--- config.mk ---
export PLATFORM = sky130hd
export DESIGN_NAME = ps2_dir_controller_flat
export DESIGN_NICKNAME = d
export VERILOG_FILES = /design/src/rtl/ps2_dir_if.sv /design/src/rtl/ps2_dir_controller.sv /design/src/flat_wrapper.sv
export SDC_FILE = /design/constraint.sdc
export NUM_CORES = 1
export LEC_CHECK = 0
export CAP_MARGIN = 0
export CORE_MARGIN = 1
export CORE_UTILIZATION = 60
export CTS_CLUSTER_DIAMETER = 30
export DETAILED_ROUTE_END_ITERATION = 10
export GPL_ROUTABILITY_DRIVEN = 0
export PLACE_DENSITY = 0.86
export RECOVER_POWER = 50
export SYNTH_ARGS = -nofsm -noshare
export SYNTH_HDL_FRONTEND = slang
export SYNTH_SLANG_ARGS = --single-unit
--- constraint.sdc ---
create_clock -name clk -period 3.4 [get_ports clk]
set_input_delay 0.85 -clock clk [delete_from_list [all_inputs] [get_ports clk]]
set_output_delay 0.85 -clock clk [all_outputs]
set_load 0.01 [all_outputs]
--- src/rtl/ps2_dir_if.sv ---
// Bundle of scan-code input, direction queue handshake and status outputs
// between the PS/2 byte source, the direction controller and the game logic.
interface ps2_dir_if;
  logic       code_valid;
  logic [7:0] code;
  logic       dir_ready;
  logic       dir_valid;
  logic [1:0] dir;
  logic       pause_pulse;
  logic       overflow;
  logic       activity_led;

  modport master (
    output code_valid, code, dir_ready,
    input  dir_valid, dir, pause_pulse, overflow, activity_led
  );

  modport slave (
    input  code_valid, code, dir_ready,
    output dir_valid, dir, pause_pulse, overflow, activity_led
  );
endinterface

--- src/rtl/ps2_dir_controller.sv ---
// PS/2 scan-code sequencer: parses E0/F0 prefixes, suppresses typematic
// repeats, filters illegal snake turns into a 2-entry queue, pulses pause on
// Space and stretches an activity LED after every received byte.
module ps2_dir_controller #(
  parameter int unsigned HOLD_CYCLES    = 10_000_000,
  parameter int unsigned TIMEOUT_CYCLES = 1_000_000,
  parameter logic [1:0]  RESET_DIR      = 2'd1
) (
  input logic       clk,
  input logic       rst,
  ps2_dir_if.slave  bus
);

  localparam int HW = $clog2(HOLD_CYCLES + 1);
  localparam int TW = $clog2(TIMEOUT_CYCLES + 1);

  typedef enum logic [1:0] {ST_IDLE, ST_EXT, ST_BRK, ST_EXT_BRK} state_e;

  state_e        state_q, state_d;
  logic [TW-1:0] tmo_q, tmo_d;
  logic [HW-1:0] hold_q;
  logic [4:0]    held_q, held_d;      // bits 0..3 directions, bit 4 Space
  logic          cand_vld_q, cand_vld_d;
  logic [1:0]    cand_dir_q, cand_dir_d;
  logic          pause_q, pause_d;
  logic [1:0]    q0_q, q0_d, q1_q, q1_d;
  logic [1:0]    cnt_q, cnt_d;
  logic [1:0]    last_dir_q, last_dir_d;

  logic          seq_done_s, seq_ext_s, seq_brk_s;
  logic          key_hit_s;
  logic [2:0]    key_id_s;
  logic [1:0]    ref_dir_s, wr_idx_s;
  logic          pop_s, legal_s, accept_s;

  // Parser next-state: prefix tracking plus idle timeout in prefix states
  always_comb begin
    state_d    = state_q;
    tmo_d      = tmo_q;
    seq_done_s = 1'b0;
    seq_ext_s  = 1'b0;
    seq_brk_s  = 1'b0;
    if (bus.code_valid) begin
      tmo_d = '0;
      case (state_q)
        ST_IDLE: begin
          if (bus.code == 8'hE0) begin
            state_d = ST_EXT;
          end else if (bus.code == 8'hF0) begin
            state_d = ST_BRK;
          end else begin
            seq_done_s = 1'b1;
          end
        end
        ST_EXT: begin
          if (bus.code == 8'hF0) begin
            state_d = ST_EXT_BRK;
          end else begin
            state_d    = ST_IDLE;
            seq_done_s = 1'b1;
            seq_ext_s  = 1'b1;
          end
        end
        ST_BRK: begin
          state_d    = ST_IDLE;
          seq_done_s = 1'b1;
          seq_brk_s  = 1'b1;
        end
        ST_EXT_BRK: begin
          state_d    = ST_IDLE;
          seq_done_s = 1'b1;
          seq_ext_s  = 1'b1;
          seq_brk_s  = 1'b1;
        end
        default: state_d = ST_IDLE;
      endcase
    end else if (state_q != ST_IDLE) begin
      if (tmo_q == TW'(TIMEOUT_CYCLES - 1)) begin
        state_d = ST_IDLE;
        tmo_d   = '0;
      end else begin
        tmo_d = tmo_q + TW'(1);
      end
    end else begin
      tmo_d = '0;
    end
  end

  // Key map: arrows and WASD share direction ids 0..3, Space is id 4
  always_comb begin
    key_hit_s = 1'b1;
    key_id_s  = 3'd0;
    if (seq_ext_s) begin
      case (bus.code)
        8'h75:   key_id_s = 3'd0;
        8'h74:   key_id_s = 3'd1;
        8'h72:   key_id_s = 3'd2;
        8'h6B:   key_id_s = 3'd3;
        default: key_hit_s = 1'b0;
      endcase
    end else begin
      case (bus.code)
        8'h1D:   key_id_s = 3'd0;
        8'h23:   key_id_s = 3'd1;
        8'h1B:   key_id_s = 3'd2;
        8'h1C:   key_id_s = 3'd3;
        8'h29:   key_id_s = 3'd4;
        default: key_hit_s = 1'b0;
      endcase
    end
  end

  // Make/break handling: held mask swallows typematic repeats
  always_comb begin
    held_d     = held_q;
    cand_vld_d = 1'b0;
    cand_dir_d = cand_dir_q;
    pause_d    = 1'b0;
    if (seq_done_s && key_hit_s) begin
      if (seq_brk_s) begin
        held_d[key_id_s] = 1'b0;
      end else if (!held_q[key_id_s]) begin
        held_d[key_id_s] = 1'b1;
        if (key_id_s == 3'd4) begin
          pause_d = 1'b1;
        end else begin
          cand_vld_d = 1'b1;
          cand_dir_d = key_id_s[1:0];
        end
      end else begin
        held_d = held_q;
      end
    end else begin
      held_d = held_q;
    end
  end

  // Turn filter against the pre-pop tail, then FIFO push/pop bookkeeping
  always_comb begin
    ref_dir_s  = (cnt_q == 2'd0) ? last_dir_q : ((cnt_q == 2'd2) ? q1_q : q0_q);
    pop_s      = (cnt_q != 2'd0) && bus.dir_ready;
    legal_s    = cand_vld_q && (cand_dir_q != ref_dir_s) &&
                 (cand_dir_q != (ref_dir_s ^ 2'd2));
    accept_s   = legal_s && ((cnt_q != 2'd2) || pop_s);
    wr_idx_s   = cnt_q - {1'b0, pop_s};
    q0_d       = q0_q;
    q1_d       = q1_q;
    last_dir_d = last_dir_q;
    if (pop_s) begin
      q0_d       = q1_q;
      last_dir_d = q0_q;
    end else begin
      last_dir_d = last_dir_q;
    end
    if (accept_s) begin
      if (wr_idx_s == 2'd0) begin
        q0_d = cand_dir_q;
      end else begin
        q1_d = cand_dir_q;
      end
    end else begin
      q1_d = q1_d;
    end
    cnt_d = cnt_q + {1'b0, accept_s} - {1'b0, pop_s};
  end

  // State registers for parser, held mask, pending action and queue
  always_ff @(posedge clk or posedge rst) begin
    if (rst) begin
      state_q    <= ST_IDLE;
      tmo_q      <= '0;
      held_q     <= 5'd0;
      cand_vld_q <= 1'b0;
      cand_dir_q <= 2'd0;
      pause_q    <= 1'b0;
      q0_q       <= 2'd0;
      q1_q       <= 2'd0;
      cnt_q      <= 2'd0;
      last_dir_q <= RESET_DIR;
    end else begin
      state_q    <= state_d;
      tmo_q      <= tmo_d;
      held_q     <= held_d;
      cand_vld_q <= cand_vld_d;
      cand_dir_q <= cand_dir_d;
      pause_q    <= pause_d;
      q0_q       <= q0_d;
      q1_q       <= q1_d;
      cnt_q      <= cnt_d;
      last_dir_q <= last_dir_d;
    end
  end

  // Activity stretch counter: reload on every byte, saturating countdown
  always_ff @(posedge clk or posedge rst) begin
    if (rst) begin
      hold_q <= '0;
    end else if (bus.code_valid) begin
      hold_q <= HW'(HOLD_CYCLES);
    end else if (hold_q != '0) begin
      hold_q <= hold_q - HW'(1);
    end else begin
      hold_q <= hold_q;
    end
  end

  assign bus.dir_valid    = (cnt_q != 2'd0);
  assign bus.dir          = (cnt_q != 2'd0) ? q0_q : last_dir_q;
  assign bus.pause_pulse  = pause_q;
  assign bus.overflow     = legal_s && !accept_s;
  assign bus.activity_led = (hold_q != '0);

endmodule

--- src/flat_wrapper.sv ---
// flat-port wrapper written by rule: the top's interface ports become plain ports
module ps2_dir_controller_flat 
#(
  parameter int unsigned HOLD_CYCLES    = 10_000_000,
  parameter int unsigned TIMEOUT_CYCLES = 1_000_000,
  parameter logic [1:0]  RESET_DIR      = 2'd1
)
  (clk, rst, bus_code_valid, bus_code, bus_dir_ready, bus_dir_valid, bus_dir, bus_pause_pulse, bus_overflow, bus_activity_led);
  ps2_dir_if bus_i ();
  input logic clk;
  input logic rst;
  input wire logic [$bits(bus_i.code_valid)-1:0] bus_code_valid;
  input wire logic [$bits(bus_i.code)-1:0] bus_code;
  input wire logic [$bits(bus_i.dir_ready)-1:0] bus_dir_ready;
  output wire logic [$bits(bus_i.dir_valid)-1:0] bus_dir_valid;
  output wire logic [$bits(bus_i.dir)-1:0] bus_dir;
  output wire logic [$bits(bus_i.pause_pulse)-1:0] bus_pause_pulse;
  output wire logic [$bits(bus_i.overflow)-1:0] bus_overflow;
  output wire logic [$bits(bus_i.activity_led)-1:0] bus_activity_led;
  assign bus_i.code_valid = bus_code_valid;
  assign bus_i.code = bus_code;
  assign bus_i.dir_ready = bus_dir_ready;
  assign bus_dir_valid = bus_i.dir_valid;
  assign bus_dir = bus_i.dir;
  assign bus_pause_pulse = bus_i.pause_pulse;
  assign bus_overflow = bus_i.overflow;
  assign bus_activity_led = bus_i.activity_led;
  ps2_dir_controller #(.HOLD_CYCLES(HOLD_CYCLES), .TIMEOUT_CYCLES(TIMEOUT_CYCLES), .RESET_DIR(RESET_DIR)) u_core (.clk(clk), .rst(rst), .bus(bus_i));
endmodule
# --- Word level (Yosys, flattened, before mapping) ---
# Cells that the tools add are included.
op_classes:
  mux: 46
  order_cmp: 2
  n_eq_ne: 22
  bitwise_logic: 8
  add_sub_neg: 5
  n_reduce_logical: 25
ops:
  columns: ["operator", "count"]
  rows:
  - ["20-bit 2-to-1 mux", 3]
  - ["24-bit 2-to-1 mux", 2]
  - ["8-bit by 7-bit == test with 1-bit output, second input constant", 4]
  - ["8-bit by 5-bit == test with 1-bit output, second input constant", 3]
  - ["2-bit 2-to-1 mux", 12]
  - ["24-bit nonzero test", 1]
  - ["24-bit by 1-bit subtractor with 24-bit output, second input constant", 1]
  - ["20-bit by 1-bit adder with 20-bit output, second input constant", 1]
  - ["20-bit == test, second input constant", 1]
  - ["1-bit 2-to-1 mux", 19]
  - ["8-bit by 6-bit == test with 1-bit output, second input constant", 2]
  - ["8-bit == test, second input constant", 2]
  - ["2-bit case mux with 3 select lines", 2]
  - ["3-bit case mux with 4 select lines", 1]
  - ["5-bit 2-to-1 mux", 2]
  - ["2-bit nonzero test", 5]
  - ["1-bit logical AND", 7]
  - ["2-bit == test, second input constant", 3]
  - ["2-bit zero test", 3]
  - ["5-bit bitwise AND", 1]
  - ["1-bit NOT", 5]
  - ["5-bit NOT", 1]
  - ["5-bit bitwise OR", 1]
  - ["5-bit OR reduction", 1]
  - ["other kinds (22)", 25]
totals:
  register_bits: 63

# --- Logic depth before layout (Yosys ltp) ---
depth:
  word_depth: 12
  mapped_depth: 9

# --- Worst setup path after synthesis ---
# OpenSTA, ideal clock, no wires.
synth_path:
  path_type: "input -> register"
  start: "input bus_code[4]"
  end: "register u_core.cand_dir_q[0]"
  t_arrival_ns: 2.934
  setup_ns: 0.125
  n_path_buf: 1
  required_time_ns: 3.275
  setup_slack_ns: 0.341
  stages: 8
  cell_sequence: "buf_2 -> nand2b_1 -> nor4_2 -> mux2i_1 -> a221oi_4 -> o211ai_4 -> a2111oi_4 -> mux2_4"
synth_via:
  elab_chain_len: 9
  elab_cells_between_ends: 32
synth_lines:
  columns: ["element", "line_no", "source"]
  rows:
  - ["start, declared", "flat_wrapper.sv:13", "input wire logic [$bits(bus_i.code)-1:0] bus_code;"]
  - ["8-bit == test", "ps2_dir_controller.sv:49, ps2_dir_controller.sv:56", null]
  - ["1-bit 2-to-1 mux", "ps2_dir_controller.sv:49, ps2_dir_controller.sv:56", null]
  - ["1-bit case mux with 2 select lines", "ps2_dir_controller.sv:45", "case (state_q)"]
  - ["1-bit 2-to-1 mux", "ps2_dir_controller.sv:43", "if (bus.code_valid) begin"]
  - ["3-bit 2-to-1 mux", "ps2_dir_controller.sv:93", "if (seq_ext_s) begin"]
  - ["1-bit binary-select mux with 3-bit select", "ps2_dir_controller.sv:122", "end else if (!held_q[key_id_s]) begin"]
  - ["1-bit 2-to-1 mux (implied by the code)", "ps2_dir_controller.sv:122", null]
  - ["1-bit NOT (no source line)", null, null]
  - ["4-bit AND reduction (no source line)", null, null]
  - ["end signal, assigned", "ps2_dir_controller.sv:185", "cand_dir_q <= cand_dir_d;"]
  - ["end, declared", "ps2_dir_controller.sv:24", "logic [1:0] cand_dir_q, cand_dir_d;"]
# Several ways; a longest one is shown, not always the timed one. The select of a mux whose other input is x is not followed.
# A chain may end at the register's enable or synchronous reset.

# --- Worst setup path after layout ---
layout_path:
  start: "register u_core.hold_q[8]"
  end: "output bus_activity_led"
layout_via:
  elab_chain_len: 1
layout_lines:
  columns: ["element", "line_no", "source"]
  rows:
  - ["start, declared", "ps2_dir_controller.sv:21", "logic [HW-1:0] hold_q;"]
  - ["start signal, assigned", "ps2_dir_controller.sv:199", "hold_q <= HW'(HOLD_CYCLES);"]
  - ["start signal, assigned", "ps2_dir_controller.sv:201", "hold_q <= hold_q - HW'(1);"]
  - ["start signal, assigned", "ps2_dir_controller.sv:203", "hold_q <= hold_q;"]
  - ["24-bit nonzero test", "ps2_dir_controller.sv:211", "assign bus.activity_led = (hold_q != '0);"]
  - ["end, declared", "flat_wrapper.sv:19", "output wire logic [$bits(bus_i.activity_led)-1:0] bus_activity_led;"]
# Every way passes these cells.

==> summary by stage <==
Clocking
The count of hold buffers inserted by post-cts repair is 0. The number of CTS-inserted buffers is 9. The total number of clock tree sinks is between 60 and 70. The worst-case clock buffer depth is 2. Clock latency on the worst-skew pair, taken at its later pin, is between 300 and 400 ps. CTS built an H-tree with a depth of 3. Gates resized during post-CTS repair numbered 0. The tree is rooted in a clkbuf_8. TritonCTS built the clock tree. The number of setup buffers added after CTS is 0.

The clock-pin slew on the worst setup and hold paths is approximately 70 ps.

Place
The placed cell count is 451. Buffers placed on the I/O ports in this run total 17. Detailed placement finished with a half-perimeter wire length of 4880 µm.

GRT
The via count of the first global-routing pass came to ~2600. Across every metal layer, demand over resource in global routing totals 0.253. For this run, global-route usage on met3 was measured as 0.0558.

The first global-routing pass estimated 12000 µm of wire. For met2 alone, demand over resource in global routing was 0.418. The global routing stage identified its most utilized layer as met2. The initial antenna violation count is 0. In the global route stage, met1 resource usage came out at 0.327. Summed over all layers, the global routing overflow is 0. Entering global routing, the biggest net connects 36 pins.

Layout
After the flow finishes, the layout carries non-filler instances totaling roughly 470. In the final layout, the share of cells above drive strength 1 is 0.177. From synthesis to final layout, the design area changed by 17.7%. In the final design database the tool counted between 400 and 500 nets.

The total of fill cells in the finished design is about 380. The repair_antennas step left the layout with diodes totalling 0.

Die
The area of the core is about 5500 µm². The die area is around 6100 µm². From left edge to right edge, the die measures 78.1 µm.

After floorplanning, the core was divided into 27 placement rows. Measured along the y axis, the die boundary spans between 70 and 80 µm. The initial utilization of the core area, before any placement, comes to 0.626. The number of top-level pins is 18.

Routing
After the first detailed-routing iteration, the DRC count stood at 150. The number of nets still failing antenna checks after routing is 0. After detailed routing, the number of remaining DRC violations is 0. The vias per cell is roughly 5.8. In the final routed layout, each cell accounts on average for around 15 µm.

After detailed routing, the total wire length is around 7000 µm. The length of the first detailed-routing pass in iterations is 4. The total number of vias is 2710.

Synthesis
After technology mapping, the gate count stands at around 350. The most instantiated flip-flop cell in the synthesis netlist is dfrtp_1. Summing every instance area after synthesis gives approximately 3500 µm². Dividing the synthesized area by the synthesized cell count gives ~10 µm².

The netlist uses 58 different library cells. The share of the Yosys chip area taken by registers is 0.455. For this run, asynchronously set or reset flops after synthesis account for 1.00.

The post-synthesis net count is approximately 360. For this run, the number of Yosys warnings is 0. The total of flip-flops plus latches after synthesis is 63. The number of flops mapped to enable cells by yosys is 0.

Power and ir drop
The analysis attributes to cell leakage a power of between 1.5 and 2 nW. The completed layout was analyzed and its total power is roughly 0.0018 W. The peak ir drop on the vdd network is between 0.3 and 0.4 mV. The proportion of power drawn by the clock network is 0.366.

The share of total power dissipated in combinational logic is 0.162. The design internal power is between 0.001 and 0.0015 W. Of the total power, the share spent switching nets is 0.275. The switching component of the power is a little under 0.0005 W. The sequential fraction of design power is 0.472. For this design the ratio of total power to cell area is approximately 430 nW/µm².

Worst setup path
Data on the critical path is required at its endpoint by around 2600 ps. The highest net fanout along the worst path is 7. The worst setup path is captured at a primary output. The launching element type of the critical path is a flip-flop. The worst setup path is of the flip-flop to primary output kind. The data arrival time of the worst path is around 2400 ps.

Flow run
The number of maximum-capacitance constraint violations is 0.

Timing
For the final database, setup skew stands at around 9.7 ps. Timing would allow up to approximately 310 MHz. The transition time at the pin with the least slew margin is 1270 ps. The number of pins with negative max-slew slack in the final report is 0. Setup repair after global routing left no endpoint under its margin. Across all hold checks on the routed design, the worst slack comes to about 490 ps. Setup violations remaining at the end of the flow were counted as 0. The headroom to the max-slew limit is 0.149.

The final critical delay including setup and external delays is approximately 3300 ps. Of the available clock period, the critical path in the final layout requires 0.960. The final-report hold violation count was 0.

Worst hold path
The worst hold path class is flip-flop to flip-flop.

Status
The run finished with clean final reports.
power groups by stage:
stage / sequential, W / clock, W / combinational, W
finish: 0.000832 / 0.000646 / 0.000286
global route: 0.000838 / 0.000686 / 0.000323
detailed placement: 0.000845 / 0 / 0.000287
CTS: 0.000832 / 0.000646 / 0.000290
floorplan: 0.000835 / 0 / 0.000193
global placement: 0.000842 / 0 / 0.000278
registers in the layout (all words and copies together) (netlist names), named ones only:
register and cells:
u_core.hold_q 24, u_core.tmo_q 20, u_core.cand_dir_q 2, u_core.cnt_q 2, u_core.last_dir_q 2, u_core.q0_q 2
u_core.q1_q 2, u_core.state_q 2, u_core.bus.pause_pulse 1, u_core.cand_vld_q 1
Yosys cell counts (7+ instances only):
cell	number	area, µm²
mux2_2	10	113
nand2b_1	13	81.3
xnor2_1	21	184
nor3_1	15	75.1
nor2_1	48	180
o21ai_0	10	50.1
inv_1	11	41.3
clkbuf_1	7	26.3
nand3_1	13	65.1
xor2_1	17	149
dfrtp_1	62	1550
nand2_1	19	71.3
placed cells by master (no fill, tap or decap), types with 4 or more instances in the layout:
cell / n
nand2b_1: 13
and3_1: 6
nand3b_1: 5
nand3_1: 12
nand2_1: 19
buf_4: 24
or3_1: 6
dfrtp_1: 62
or4_1: 4
clkbuf_8: 10
nor3_1: 14
mux2_2: 10
inv_1: 11
xor2_1: 17
o21ai_0: 8
clkdlybuf4s50_1: 15
a21oi_1: 6
nand4b_1: 4
mux2i_1: 5
xnor2_1: 21
nor2_1: 48
ha_1: 4
logic make-up (layout without fill, tap and decap cells):
family | Yosys count | count (layout) | share of synthesized area
DFF | 63 | 63 | 0.455
xor gates and xnor gates | 38 | 38 | 0.0959
and+or+nand+nor | 160 | 160 | 0.253
AOI/OAI and AO/OA | 45 | 45 | 0.110
adders and majority gates | 4 | 4 | 0.0144
buffers and inverters | 19 | 69 | 0.0209
muxes | 16 | 16 | 0.0512
final timing paths:
| check | from | endpoint | slack (ps) | cells after the start |
|---|---|---|---|---|
| max | u_core.hold_q[8]$_DFFE_PP0P_ | bus_activity_led | 140 | 4 |
| min | flip-flop | flip-flop | 490 | 1 |
| max reg2reg | u_core.state_q[1]$_DFFE_PP0P_ | u_core.cand_dir_q[0]$_DFFE_PP0P_ | 840 | 7 |
| min reg2reg | flip-flop | flip-flop | 490 | 1 |
| max in group asynchronous | rst | u_core.hold_q[13]$_DFFE_PP0P_ | 760 | 3 |
| min in group asynchronous | rst | u_core.cnt_q[1]$_DFF_PP0_ | 1300 | 2 |
stage by stage:
step                      setup TNS [ps]  worst slack (ps)   util  cell area (µm²)
final                                  0               136  0.737             4090
after global routing                   0              17.9  0.737             4090
after CTS                              0              61.0  0.738             4090
after detailed placement            -394              -170  0.704             3900
after global placement              -165              -107  0.704             3900
after floorplan                        0               341      -             3470
critical path, cell delays in order (launching register included):
cell and delay [ps]:
dfrtp_1 430, or4_1 660, nor2_1 250, nand3_2 200, clkdlybuf4s50_1 530
per-layer routing:
| metal | wire length, µm | vias to the layer above | part of all wire |
|---|---|---|---|
| met1 | 3150 | 1326 | 0.45 |
| li1 | - | 1318 | - |
| met3 | 226 | 8 | 0.032 |
| met2 | 3510 | 58 | 0.50 |
| met5 | 0 | - | 0 |
| met4 | 74 | 0 | 0.011 |
cell type report:
type / instances / area [µm²] / share of cell area
Sequential cell: 63 / 1580 / 0.386
Multi-Input combinational cell: 263 / 1830 / 0.448
Clock buffer: 12 / 145 / 0.0355
Inverter: 11 / 41.3 / 0.0101
Tap cell: 72 / 90.1 / 0.0221
Timing Repair Buffer: 42 / 355 / 0.0870
Clock inverter: 4 / 45.0 / 0.0110
No activity file was read; power rests on OpenSTA's default activity.
